**config.mk**
```make
export PLATFORM = sky130hd
export DESIGN_NAME = router_pkt_tx_flat
export DESIGN_NICKNAME = d
export VERILOG_FILES = /design/src/rtl/router_pkt_tx_if.sv /design/src/rtl/router_pkt_tx.sv /design/src/flat_wrapper.sv
export SDC_FILE = /design/constraint.sdc
export NUM_CORES = 1
export LEC_CHECK = 0
export CAP_MARGIN = 20
export CORE_ASPECT_RATIO = 0.9
export CORE_UTILIZATION = 40
export DETAILED_ROUTE_END_ITERATION = 10
export PLACE_DENSITY = 0.58
export SYNTH_ARGS = -nofsm -noshare
export SYNTH_HDL_FRONTEND = slang
export SYNTH_SLANG_ARGS = --single-unit
export TNS_END_PERCENT = 5
```
**constraint.sdc**
```tcl
create_clock -name clock -period 4.42 [get_ports clock]
set_input_delay 0.442 -clock clock [delete_from_list [all_inputs] [get_ports clock]]
set_output_delay 0.442 -clock clock [all_outputs]
set_load 0.01 [all_outputs]
```
**src/rtl/router_pkt_tx_if.sv**
```systemverilog
// Signal bundle between router_pkt_tx, its host (payload push / start) and the router write port.
interface router_pkt_tx_if #(
  parameter int unsigned DEPTH = 64
);
  logic                    ld_valid;
  logic [7:0]              ld_data;
  logic                    ld_ready;
  logic                    start;
  logic [1:0]              dest;
  logic [5:0]              len;
  logic                    start_err;
  logic                    idle;
  logic [7:0]              data_in;
  logic                    pkt_valid;
  logic                    busy;
  logic                    error;
  logic                    done;
  logic                    pkt_err;
  logic [$clog2(DEPTH):0]  fifo_cnt;

  modport master (
    input  ld_valid, ld_data, start, dest, len, busy, error,
    output ld_ready, start_err, idle, data_in, pkt_valid, done, pkt_err, fifo_cnt
  );

  modport slave (
    output ld_valid, ld_data, start, dest, len, busy, error,
    input  ld_ready, start_err, idle, data_in, pkt_valid, done, pkt_err, fifo_cnt
  );
endinterface

```
**src/rtl/router_pkt_tx.sv**
```systemverilog
// Router packet source: buffers host payload bytes in a FIFO and emits header, payload, parity,
// then watches the router error line for ERR_WAIT cycles.
module router_pkt_tx #(
  parameter int unsigned DEPTH    = 64,
  parameter int unsigned ERR_WAIT = 3
) (
  input logic             clock,
  input logic             rst,
  router_pkt_tx_if.master bus
);
  localparam int unsigned AW = $clog2(DEPTH);
  localparam int unsigned EW = (ERR_WAIT > 1) ? $clog2(ERR_WAIT) : 1;

  typedef enum logic [2:0] {StIdle, StHeader, StPayload, StParity, StErrw} state_e;
  state_e state_q, state_d;

  logic [7:0]    mem [DEPTH];
  logic [AW-1:0] wr_ptr_q, rd_ptr_q, rd_next;
  logic [AW:0]   cnt_q, cnt_d;
  logic [5:0]    rem_q, rem_d;
  logic [7:0]    parity_q, parity_d;
  logic [EW-1:0] ew_cnt_q, ew_cnt_d;
  logic [7:0]    data_q, data_d;
  logic          valid_q, valid_d, ready_q, idle_q, done_q, done_d;
  logic          start_err_q, start_err_d, pkt_err_q, pkt_err_d;
  logic          xfer, push, pop, start_bad, last_ew;

  assign xfer      = !bus.busy && (state_q inside {StHeader, StPayload, StParity});
  assign push      = bus.ld_valid && ready_q;
  assign pop       = xfer && (state_q == StPayload);
  assign rd_next   = rd_ptr_q + AW'(1);
  assign start_bad = (bus.len == 6'd0) || (bus.dest == 2'd3) || ((AW+1)'(bus.len) > cnt_q);
  assign last_ew   = (ew_cnt_q == EW'(ERR_WAIT - 1));
  assign cnt_d     = cnt_q + (AW+1)'(push) - (AW+1)'(pop);

  always_ff @(posedge clock or posedge rst) begin
    if (rst) state_q <= StIdle;
    else     state_q <= state_d;
  end

  always_comb begin
    state_d = state_q;
    unique case (state_q)
      StIdle:    if (bus.start && !start_bad) state_d = StHeader;
      StHeader:  if (xfer) state_d = StPayload;
      StPayload: if (xfer && rem_q == 6'd1) state_d = StParity;
      StParity:  if (xfer) state_d = StErrw;
      StErrw:    if (last_ew) state_d = StIdle;
      default:   state_d = StIdle;
    endcase
  end

  // Payload byte k+1 is looked ahead from the FIFO so it can be presented the cycle after byte k
  // transfers, while the pop itself still lines up with the transfer of byte k.
  always_comb begin
    data_d      = data_q;
    valid_d     = valid_q;
    done_d      = 1'b0;
    start_err_d = 1'b0;
    pkt_err_d   = pkt_err_q;
    parity_d    = parity_q;
    rem_d       = rem_q;
    ew_cnt_d    = ew_cnt_q;
    unique case (state_q)
      StIdle: begin
        if (bus.start) begin
          if (start_bad) begin
            start_err_d = 1'b1;
          end else begin
            data_d    = {bus.len, bus.dest};
            parity_d  = {bus.len, bus.dest};
            valid_d   = 1'b1;
            rem_d     = bus.len;
            pkt_err_d = 1'b0;
          end
        end
      end
      StHeader: if (xfer) data_d = mem[rd_ptr_q];
      StPayload: begin
        if (xfer) begin
          parity_d = parity_q ^ data_q;
          rem_d    = rem_q - 6'd1;
          if (rem_q == 6'd1) begin
            data_d  = parity_q ^ data_q;
            valid_d = 1'b0;
          end else begin
            data_d = mem[rd_next];
          end
        end
      end
      StParity: begin
        if (xfer) begin
          ew_cnt_d = '0;
          done_d   = (ERR_WAIT == 1);
        end
      end
      StErrw: begin
        if (bus.error) pkt_err_d = 1'b1;
        if (!last_ew) begin
          ew_cnt_d = ew_cnt_q + EW'(1);
          done_d   = (ew_cnt_q == EW'(ERR_WAIT - 2));
        end
      end
      default: ;
    endcase
  end

  always_ff @(posedge clock or posedge rst) begin
    if (rst) begin
      wr_ptr_q    <= '0;
      rd_ptr_q    <= '0;
      cnt_q       <= '0;
      rem_q       <= '0;
      parity_q    <= '0;
      ew_cnt_q    <= '0;
      data_q      <= '0;
      valid_q     <= 1'b0;
      ready_q     <= 1'b1;
      idle_q      <= 1'b1;
      done_q      <= 1'b0;
      start_err_q <= 1'b0;
      pkt_err_q   <= 1'b0;
    end else begin
      if (push) wr_ptr_q <= wr_ptr_q + AW'(1);
      if (pop)  rd_ptr_q <= rd_next;
      cnt_q       <= cnt_d;
      rem_q       <= rem_d;
      parity_q    <= parity_d;
      ew_cnt_q    <= ew_cnt_d;
      data_q      <= data_d;
      valid_q     <= valid_d;
      ready_q     <= (cnt_d != (AW+1)'(DEPTH));
      idle_q      <= (state_d == StIdle);
      done_q      <= done_d;
      start_err_q <= start_err_d;
      pkt_err_q   <= pkt_err_d;
    end
  end

  always_ff @(posedge clock) begin
    if (push) mem[wr_ptr_q] <= bus.ld_data;
  end

  assign bus.data_in   = data_q;
  assign bus.pkt_valid = valid_q;
  assign bus.ld_ready  = ready_q;
  assign bus.idle      = idle_q;
  assign bus.done      = done_q;
  assign bus.start_err = start_err_q;
  assign bus.pkt_err   = pkt_err_q;
  assign bus.fifo_cnt  = cnt_q;
endmodule

```
**src/flat_wrapper.sv**
```systemverilog
// flat-port wrapper written by rule: the top's interface ports become plain ports
module router_pkt_tx_flat 
#(
  parameter int unsigned DEPTH    = 64,
  parameter int unsigned ERR_WAIT = 3
)
  (clock, rst, bus_ld_valid, bus_ld_data, bus_start, bus_dest, bus_len, bus_busy, bus_error, bus_ld_ready, bus_start_err, bus_idle, bus_data_in, bus_pkt_valid, bus_done, bus_pkt_err, bus_fifo_cnt);
  router_pkt_tx_if #(.DEPTH(DEPTH)) bus_i ();
  input logic clock;
  input logic rst;
  input wire logic [$bits(bus_i.ld_valid)-1:0] bus_ld_valid;
  input wire logic [$bits(bus_i.ld_data)-1:0] bus_ld_data;
  input wire logic [$bits(bus_i.start)-1:0] bus_start;
  input wire logic [$bits(bus_i.dest)-1:0] bus_dest;
  input wire logic [$bits(bus_i.len)-1:0] bus_len;
  input wire logic [$bits(bus_i.busy)-1:0] bus_busy;
  input wire logic [$bits(bus_i.error)-1:0] bus_error;
  output wire logic [$bits(bus_i.ld_ready)-1:0] bus_ld_ready;
  output wire logic [$bits(bus_i.start_err)-1:0] bus_start_err;
  output wire logic [$bits(bus_i.idle)-1:0] bus_idle;
  output wire logic [$bits(bus_i.data_in)-1:0] bus_data_in;
  output wire logic [$bits(bus_i.pkt_valid)-1:0] bus_pkt_valid;
  output wire logic [$bits(bus_i.done)-1:0] bus_done;
  output wire logic [$bits(bus_i.pkt_err)-1:0] bus_pkt_err;
  output wire logic [$bits(bus_i.fifo_cnt)-1:0] bus_fifo_cnt;
  assign bus_i.ld_valid = bus_ld_valid;
  assign bus_i.ld_data = bus_ld_data;
  assign bus_i.start = bus_start;
  assign bus_i.dest = bus_dest;
  assign bus_i.len = bus_len;
  assign bus_i.busy = bus_busy;
  assign bus_i.error = bus_error;
  assign bus_ld_ready = bus_i.ld_ready;
  assign bus_start_err = bus_i.start_err;
  assign bus_idle = bus_i.idle;
  assign bus_data_in = bus_i.data_in;
  assign bus_pkt_valid = bus_i.pkt_valid;
  assign bus_done = bus_i.done;
  assign bus_pkt_err = bus_i.pkt_err;
  assign bus_fifo_cnt = bus_i.fifo_cnt;
  router_pkt_tx #(.DEPTH(DEPTH), .ERR_WAIT(ERR_WAIT)) u_core (.clock(clock), .rst(rst), .bus(bus_i));
endmodule
```
* After elaboration in Yosys (flattened, before gate mapping)
Memories as Yosys holds them, arrays and structs flattened.
Index checks and enable logic that the tools add are counted.
Widths: inputs -> output; s select.
** Word-level totals
- Output and inout port bits :: 21
- Register bits :: 52
- Memories kept :: 1
- Bits of input ports :: 22
- RAM bits :: 512
** Operators by class
- Bitwise operators :: 1
- Add/subtract/negate cells :: 6
- Multiplexer cells :: 37
- Equality and inequality tests :: 17
- Reduce and logical (&&, ||, !) cells :: 22
- Magnitude comparators :: 1
** Memories
- u_core.mem :: words 64, bits a word 8, rd ports 2, clocked after Yosys merged registers in 0, write ports 1, line router_pkt_tx.sv:17 : logic [7:0] mem [DEPTH];
** Operator list (number)
- $mux 8 :: 6
- $pmux 8 s3 :: 1
- $mux 6 :: 3
- $pmux 8 s2 :: 1
- $mux 3 :: 5
- $pmux 3 s5 :: 1
- $mux 1 :: 14
- $add 6x1->6 const B :: 2
- $pmux 6 s2 :: 1
- $ne 2x2->1 const B :: 5
- $reduce_and 5->1 :: 2
- $reduce_and 4->1 :: 2
- $xor 8x8->8 :: 1
- $add 7x1->7 :: 1
- $gt 6x7->1 :: 1
- $ne 7x7->1 const B :: 1
- $sub 7x1->7 :: 1
- $eq 3x2->1 const B :: 2
- $eq 6x1->1 const B :: 1
- $logic_not 3->1 :: 2
- $logic_not 6->1 :: 1
- $ne 2x1->1 const B :: 3
- $reduce_bool 2->1 :: 3
- $reduce_bool 3->1 :: 2
- other kinds (13) :: 22

* Depth between registers and ports, before layout
- Depth after elaboration :: 8
- Gate-level depth with buffers :: 17
- Depth with buffers taken out :: 15

* Worst setup path before layout
OpenSTA, ideal clock, no wires.
- Path kind :: reg2reg
- From :: register u_core.state_q[0]
- To :: register u_core.ready_q (netlist: u_core.bus.ld_ready)
- Cell stages (with the launch flop) :: 13
- Clock period less this slack :: 3.413 ns
- Data arrival time :: 3.319 ns
- Path slack :: 1.007 ns
- Cell sequence :: dfrtp_1 clkbuf_1 or2_2 clkbuf_1 nor2_1 ha_1 inv_1 ha_1 inv_1 fa_1 inv_1 or4_1 or4b_1
** Between the ends
- Cells in the longest elaborated chain, start to end :: 6
- Elaborated cells on any way between the ends :: 8
** RTL lines
- start: declaration :: line router_pkt_tx.sv:15 : state_e state_q, state_d;
- start signal: assignment :: line router_pkt_tx.sv:37 : if (rst) state_q <= StIdle;
- start signal: assignment :: line router_pkt_tx.sv:38 : else state_q <= state_d;
- $eq 3x1->1 (tied with other cells) :: line router_pkt_tx.sv:28 : assign xfer = !bus.busy && (state_q inside {StHeader, StPayload, StParity});
- $reduce_bool 3->1 :: line router_pkt_tx.sv:28
- $logic_and 1x1->1 :: line router_pkt_tx.sv:28
- $logic_and 1x1->1 * :: line router_pkt_tx.sv:30 : assign pop = xfer && (state_q == StPayload);
- net u_core.pop :: line router_pkt_tx.sv:26 : logic xfer, push, pop, start_bad, last_ew;
- $sub 7x1->7 * :: line router_pkt_tx.sv:34 : assign cnt_d = cnt_q + (AW+1)'(push) - (AW+1)'(pop);
- net u_core.cnt_d[1] :: line router_pkt_tx.sv:19 : logic [AW:0] cnt_q, cnt_d;
- $ne 7x7->1 * :: line router_pkt_tx.sv:132 : ready_q <= (cnt_d != (AW+1)'(DEPTH));
- end signal: assignment :: line router_pkt_tx.sv:132
- end: declaration :: line router_pkt_tx.sv:24 : logic valid_q, valid_d, ready_q, idle_q, done_q, done_d;
Mark *: on every way through the listed nets, which the timed path passes. The rest lies on a longest branch.
A chain may end at the register's enable or synchronous reset.

* Worst setup path after layout
- From :: register u_core.rd_ptr_q[1]
- To :: register u_core.data_q[0] (netlist: u_core.bus.data_in[0])
** Between the ends
- Cells in the longest elaborated chain, start to end :: 5
- Elaborated cells on any way between the ends :: 6
** RTL lines
- start: declaration :: line router_pkt_tx.sv:18 : logic [AW-1:0] wr_ptr_q, rd_ptr_q, rd_next;
- start signal: assignment :: line router_pkt_tx.sv:125 : if (pop) rd_ptr_q <= rd_next;
- $add 6x1->6 :: line router_pkt_tx.sv:31 : assign rd_next = rd_ptr_q + AW'(1);
- net u_core.rd_next[1] :: line router_pkt_tx.sv:18
- $mem_v2 64x8
- $mux 8 :: line router_pkt_tx.sv:83 : if (rem_q == 6'd1) begin
- $mux 8 :: line router_pkt_tx.sv:80 : if (xfer) begin
- $pmux 8 s3 :: line router_pkt_tx.sv:64 : unique case (state_q)
- end signal: assignment :: line router_pkt_tx.sv:130 : data_q <= data_d;
- end: declaration :: line router_pkt_tx.sv:23 : logic [7:0] data_q, data_d;
The timed path passes the listed nets, and every way through them passes these cells. The select of a mux whose other input is x is not followed.

==> qor.csv <==
metric,value,unit
routability congestion estimate from global placement,0.916,
critical path data arrival time,4.22,ns
biggest area contributors in the synthesized netlist,"sky130_fd_sc_hd__edfxtp_1 (57%), sky130_fd_sc_hd__mux4_2 (18%), sky130_fd_sc_hd__dfrtp_1 (4.6%)",
synthesized area per cell,16.5,um2
share of total power in combinational logic,46.6,%
count of vias placed by the detailed router,16900,
number of standard-cell rows in the floorplan,90,
part of the Yosys area used for sequential elements,61.4,%
number of flip-flops and latches in the synthesized netlist,564,
Max-Slew Margin vs Limit,27.9,%
status,finished clean,
Final Skew,0.0368,ns
cell-by-cell trace of the critical path,ha_4 > buf_4 > buf_4 > mux4_2 > nand2_1 > a21oi_1 > nor4_1 > buf_4 > a21o_1 > a32oi_1,
number of buffers created by CTS,57,
top flip-flop cell by instance count after synthesis,sky130_fd_sc_hd__edfxtp_1,
"Power, Total",22.2,mW
clock network fraction of design power,23.0,%
max-capacitance violation count,0,
P_leak,10.0,nW
final wirelength,82.6,mm
antenna violations before repair,1,
internal power,13.6,mW
Flop pwr share,30.4,%
max-slew violation total from the final report,0,
setup TNS,0,ns
f_max,270,MHz
top cell type by total area after synthesis,sky130_fd_sc_hd__edfxtp_1,
Non-Filler Instances,2651,
clk slew on worst S/H paths,0.06,ns
global route overflow,0,
core area,67100,um2
Final period util,83.7,%
largest fanout on the critical path,49,
number of I/O pins,43,
layout overhead on the synthesized area,13.7,%
largest net degree at the start of global routing,97,
DRT Pass-1 Iters,5,
placement-stage worst setup slack,0.773,ns
combined flip-flop and latch cell area,16700,um2
H-tree depth,2,
VDD IR-drop max,0.000580,V
longest individual stage delay on the worst path,0.94,ns
Initial Utilization,40.5,%
count of distinct cell types in the synthesized netlist,67,
type of the most critical hold path,in2async,
path type of the worst setup path,reg2reg,
startpoint type of the worst setup path,register,
Yosys warnings,0,
placed cells,2539,
I/O Buffers,42,
most used standard cells in the synthesized netlist,"sky130_fd_sc_hd__edfxtp_1 (512), sky130_fd_sc_hd__mux4_2 (220), sky130_fd_sc_hd__nor2_1 (127)",
transition at the pin with the smallest max-transition slack,1.08,ns
power spent charging and discharging nets,8.64,mW
die outline height,249,um
area of the mapped netlist,27200,um2
worst skew pair latency,0.66,ns
maximum number of buffers from clock root to sink,3,
Sinks on Clock Net,564,
Final Hold Viols,0,
proportion of total power due to net switching,38.9,%
# DRC,0,
cell count after synthesis,1649,
Die Width,277,um
global-route wire length before repair,119,mm
wire length per cell after detailed routing,31.1,um
area of combinational cells with multiple inputs,9880,um2
data required time at the worst endpoint,4.94,ns
Crit-path slowest cell,sky130_fd_sc_hd__ha_4,
Critical Path Sink Type,register,
proportion of netlist area held by the largest area contributor,56.6,%
root buffer cell,sky130_fd_sc_hd__clkbuf_16,
pwr dens,720,nW/um2
vias per cell,6.37,
area of the die,69000,um2
Detail Route Antenna Nets,0,
fraction of final layout cells sized beyond drive strength 1,24.4,%
final setup violating endpoints,0,
cell with the most instances on the worst path,sky130_fd_sc_hd__buf_4,
"Setup Fix Bufs, Post-CTS",0,
TritonCTS clock tree,built,
most common cell in the synthesized netlist,sky130_fd_sc_hd__edfxtp_1,
RSZ-0062 raised after global routing,false,
first-iteration detailed-routing DRC count,2089,
worst path setup slack after routing,0.719,ns
proportion of synthesized flip-flops having asynchronous set or reset,9.22,%
net count after synthesis,1691,
Final Net Count,1769,
sum of net half-perimeters after detailed placement,55.2,mm
number of filler cells placed in the layout,5746,
final critical-path required period,3.70,ns
minimum hold slack,0.156,ns
hold buffer count at CTS,0,
Resized cells post-CTS,0,
Post-synth EDFFs,512,
vias in the first global route,16600,
All-Layer GR Usage,23.9,%
-- placed cells by master, fill, tap and decap left out, types with 5 or more instances in the layout --
cell type                         Yosys  layout
sky130_fd_sc_hd__bufinv_16            0       9
sky130_fd_sc_hd__o31a_1               6       6
sky130_fd_sc_hd__edfxtp_1           512     512
sky130_fd_sc_hd__mux2i_1            103     103
sky130_fd_sc_hd__mux4_2             220     220
sky130_fd_sc_hd__nor2b_1             13      13
sky130_fd_sc_hd__buf_4               16      77
sky130_fd_sc_hd__inv_1               23      22
sky130_fd_sc_hd__nor3_1              25      23
sky130_fd_sc_hd__o41a_1               6       6
sky130_fd_sc_hd__a211oi_1            15      15
sky130_fd_sc_hd__a22oi_1             29      29
sky130_fd_sc_hd__a31oi_1              7       7
sky130_fd_sc_hd__clkinv_1             0       5
sky130_fd_sc_hd__or2_2                5       5
sky130_fd_sc_hd__nand2b_1            16      16
sky130_fd_sc_hd__clkbuf_16            0      57
sky130_fd_sc_hd__o21ai_0             30      30
sky130_fd_sc_hd__a2111oi_0            7       7
sky130_fd_sc_hd__xnor2_1             23      22
sky130_fd_sc_hd__clkinv_2             0      16
sky130_fd_sc_hd__nand3_1              7       7
sky130_fd_sc_hd__o22ai_1             18      18
sky130_fd_sc_hd__buf_2               44       8
sky130_fd_sc_hd__or3_1                7       7
sky130_fd_sc_hd__nand2_1             85      85
sky130_fd_sc_hd__o22a_1              12      12
sky130_fd_sc_hd__nor2_1             127     127
sky130_fd_sc_hd__nand4_1              9       9
sky130_fd_sc_hd__o221ai_1            26      26
sky130_fd_sc_hd__clkbuf_1            39      11
sky130_fd_sc_hd__clkdlybuf4s50_1      0      34
sky130_fd_sc_hd__a21o_1               5       5
sky130_fd_sc_hd__buf_12               0       9
sky130_fd_sc_hd__a21oi_1             55      55
sky130_fd_sc_hd__nor4_1              12      12
sky130_fd_sc_hd__dfrtp_1             50      47
sky130_fd_sc_hd__ha_1                19      18
-- per-layer routing --
metal | routed length [um] | share of wire (%) | global-route usage, %
met2 | 36200 | 44 | 35.3
met3 | 7840 | 9.5 | 5.31
met1 | 36200 | 44 | 35.5
met4 | 2320 | 2.8 | 7.02
met5 | 0 | 0 | 0
-- power by group through the flow --
stage | Clock, mW | Sequential (mW) | Combinational (mW)
floorplan | 0 | 6.56 | 6.94
global placement | 0 | 6.83 | 10.2
detailed placement | 0 | 6.85 | 10.2
CTS | 5.20 | 6.74 | 10.3
global route | 5.39 | 6.80 | 10.9
finish | 5.12 | 6.76 | 10.4
-- metrics by stage --
step           util [%]  area (um2)
4_1_cts            45.9       30800
6_report           46.0       30900
3_3_place_gp       43.0       28800
5_1_grt            46.0       30900
2_1_floorplan         -       27200
3_5_place_dp       43.0       28800
-- state kept, by name, summed over array words and instances, names as in the netlist --
| name | cells |
|---|---|
| u_core.mem | 512 |
| u_core.bus.data_in | 8 |
| u_core.parity_q | 8 |
| u_core.bus.fifo_cnt | 7 |
| u_core.rd_ptr_q | 6 |
| u_core.rem_q | 6 |
| u_core.wr_ptr_q | 6 |
| u_core.state_q | 3 |
| u_core.ew_cnt_q | 2 |
| u_core.bus.done | 1 |
| u_core.bus.idle | 1 |
| u_core.bus.ld_ready | 1 |
| u_core.bus.pkt_err | 1 |
| u_core.bus.pkt_valid | 1 |
| u_core.bus.start_err | 1 |
-- worst paths after layout --
kind                                       from                     to  slack, ns  depth (start not counted)
setup / recovery             u_core.rd_ptr_q[1]  u_core.bus.data_in[0]       0.72                         10
hold / removal                              rst   u_core.bus.pkt_valid       0.16                          2
setup reg to reg             u_core.rd_ptr_q[1]  u_core.bus.data_in[0]       0.72                         10
hold reg to reg            u_core.bus.pkt_valid   u_core.bus.pkt_valid       0.51                          2
max in group asynchronous                   rst     u_core.rd_ptr_q[2]       3.33                          3
min in group clock               bus_ld_data[4]      u_core.mem[23][4]       0.20                          1
-- kinds of logic after synthesis --
family	count (synthesis)	synth area share, %
xor gates and xnor gates	27	0.898
AOI/OAI and AO/OA	242	6.29
buffers and inverters	133	2.40
adders and majority gates	20	0.949
DFF	564	61.4
muxes	327	22.2
and+or+nand+nor	336	5.87
-- critical path: cells and delay by family, from the launching register on --
kind / cells / cell delay [ns]
buffers and inverters: 3 / 0.81
and+or+nand+nor: 2 / 0.60
DFF: 1 / 0.51
AOI/OAI and AO/OA: 3 / 0.39
adders and majority gates: 1 / 0.94
muxes: 1 / 0.31
-- layout make-up --
class | instances | area share [%]
Antenna cell | 1 | 0.00810
Clock buffer | 72 | 4.93
Clock inverter | 36 | 1.49
Inverter | 23 | 0.280
Multi-Input combinational cell | 952 | 32.0
Sequential cell | 564 | 54.1
Tap cell | 874 | 3.54
Timing Repair Buffer | 129 | 3.70
No activity file was read; power rests on OpenSTA's default activity.
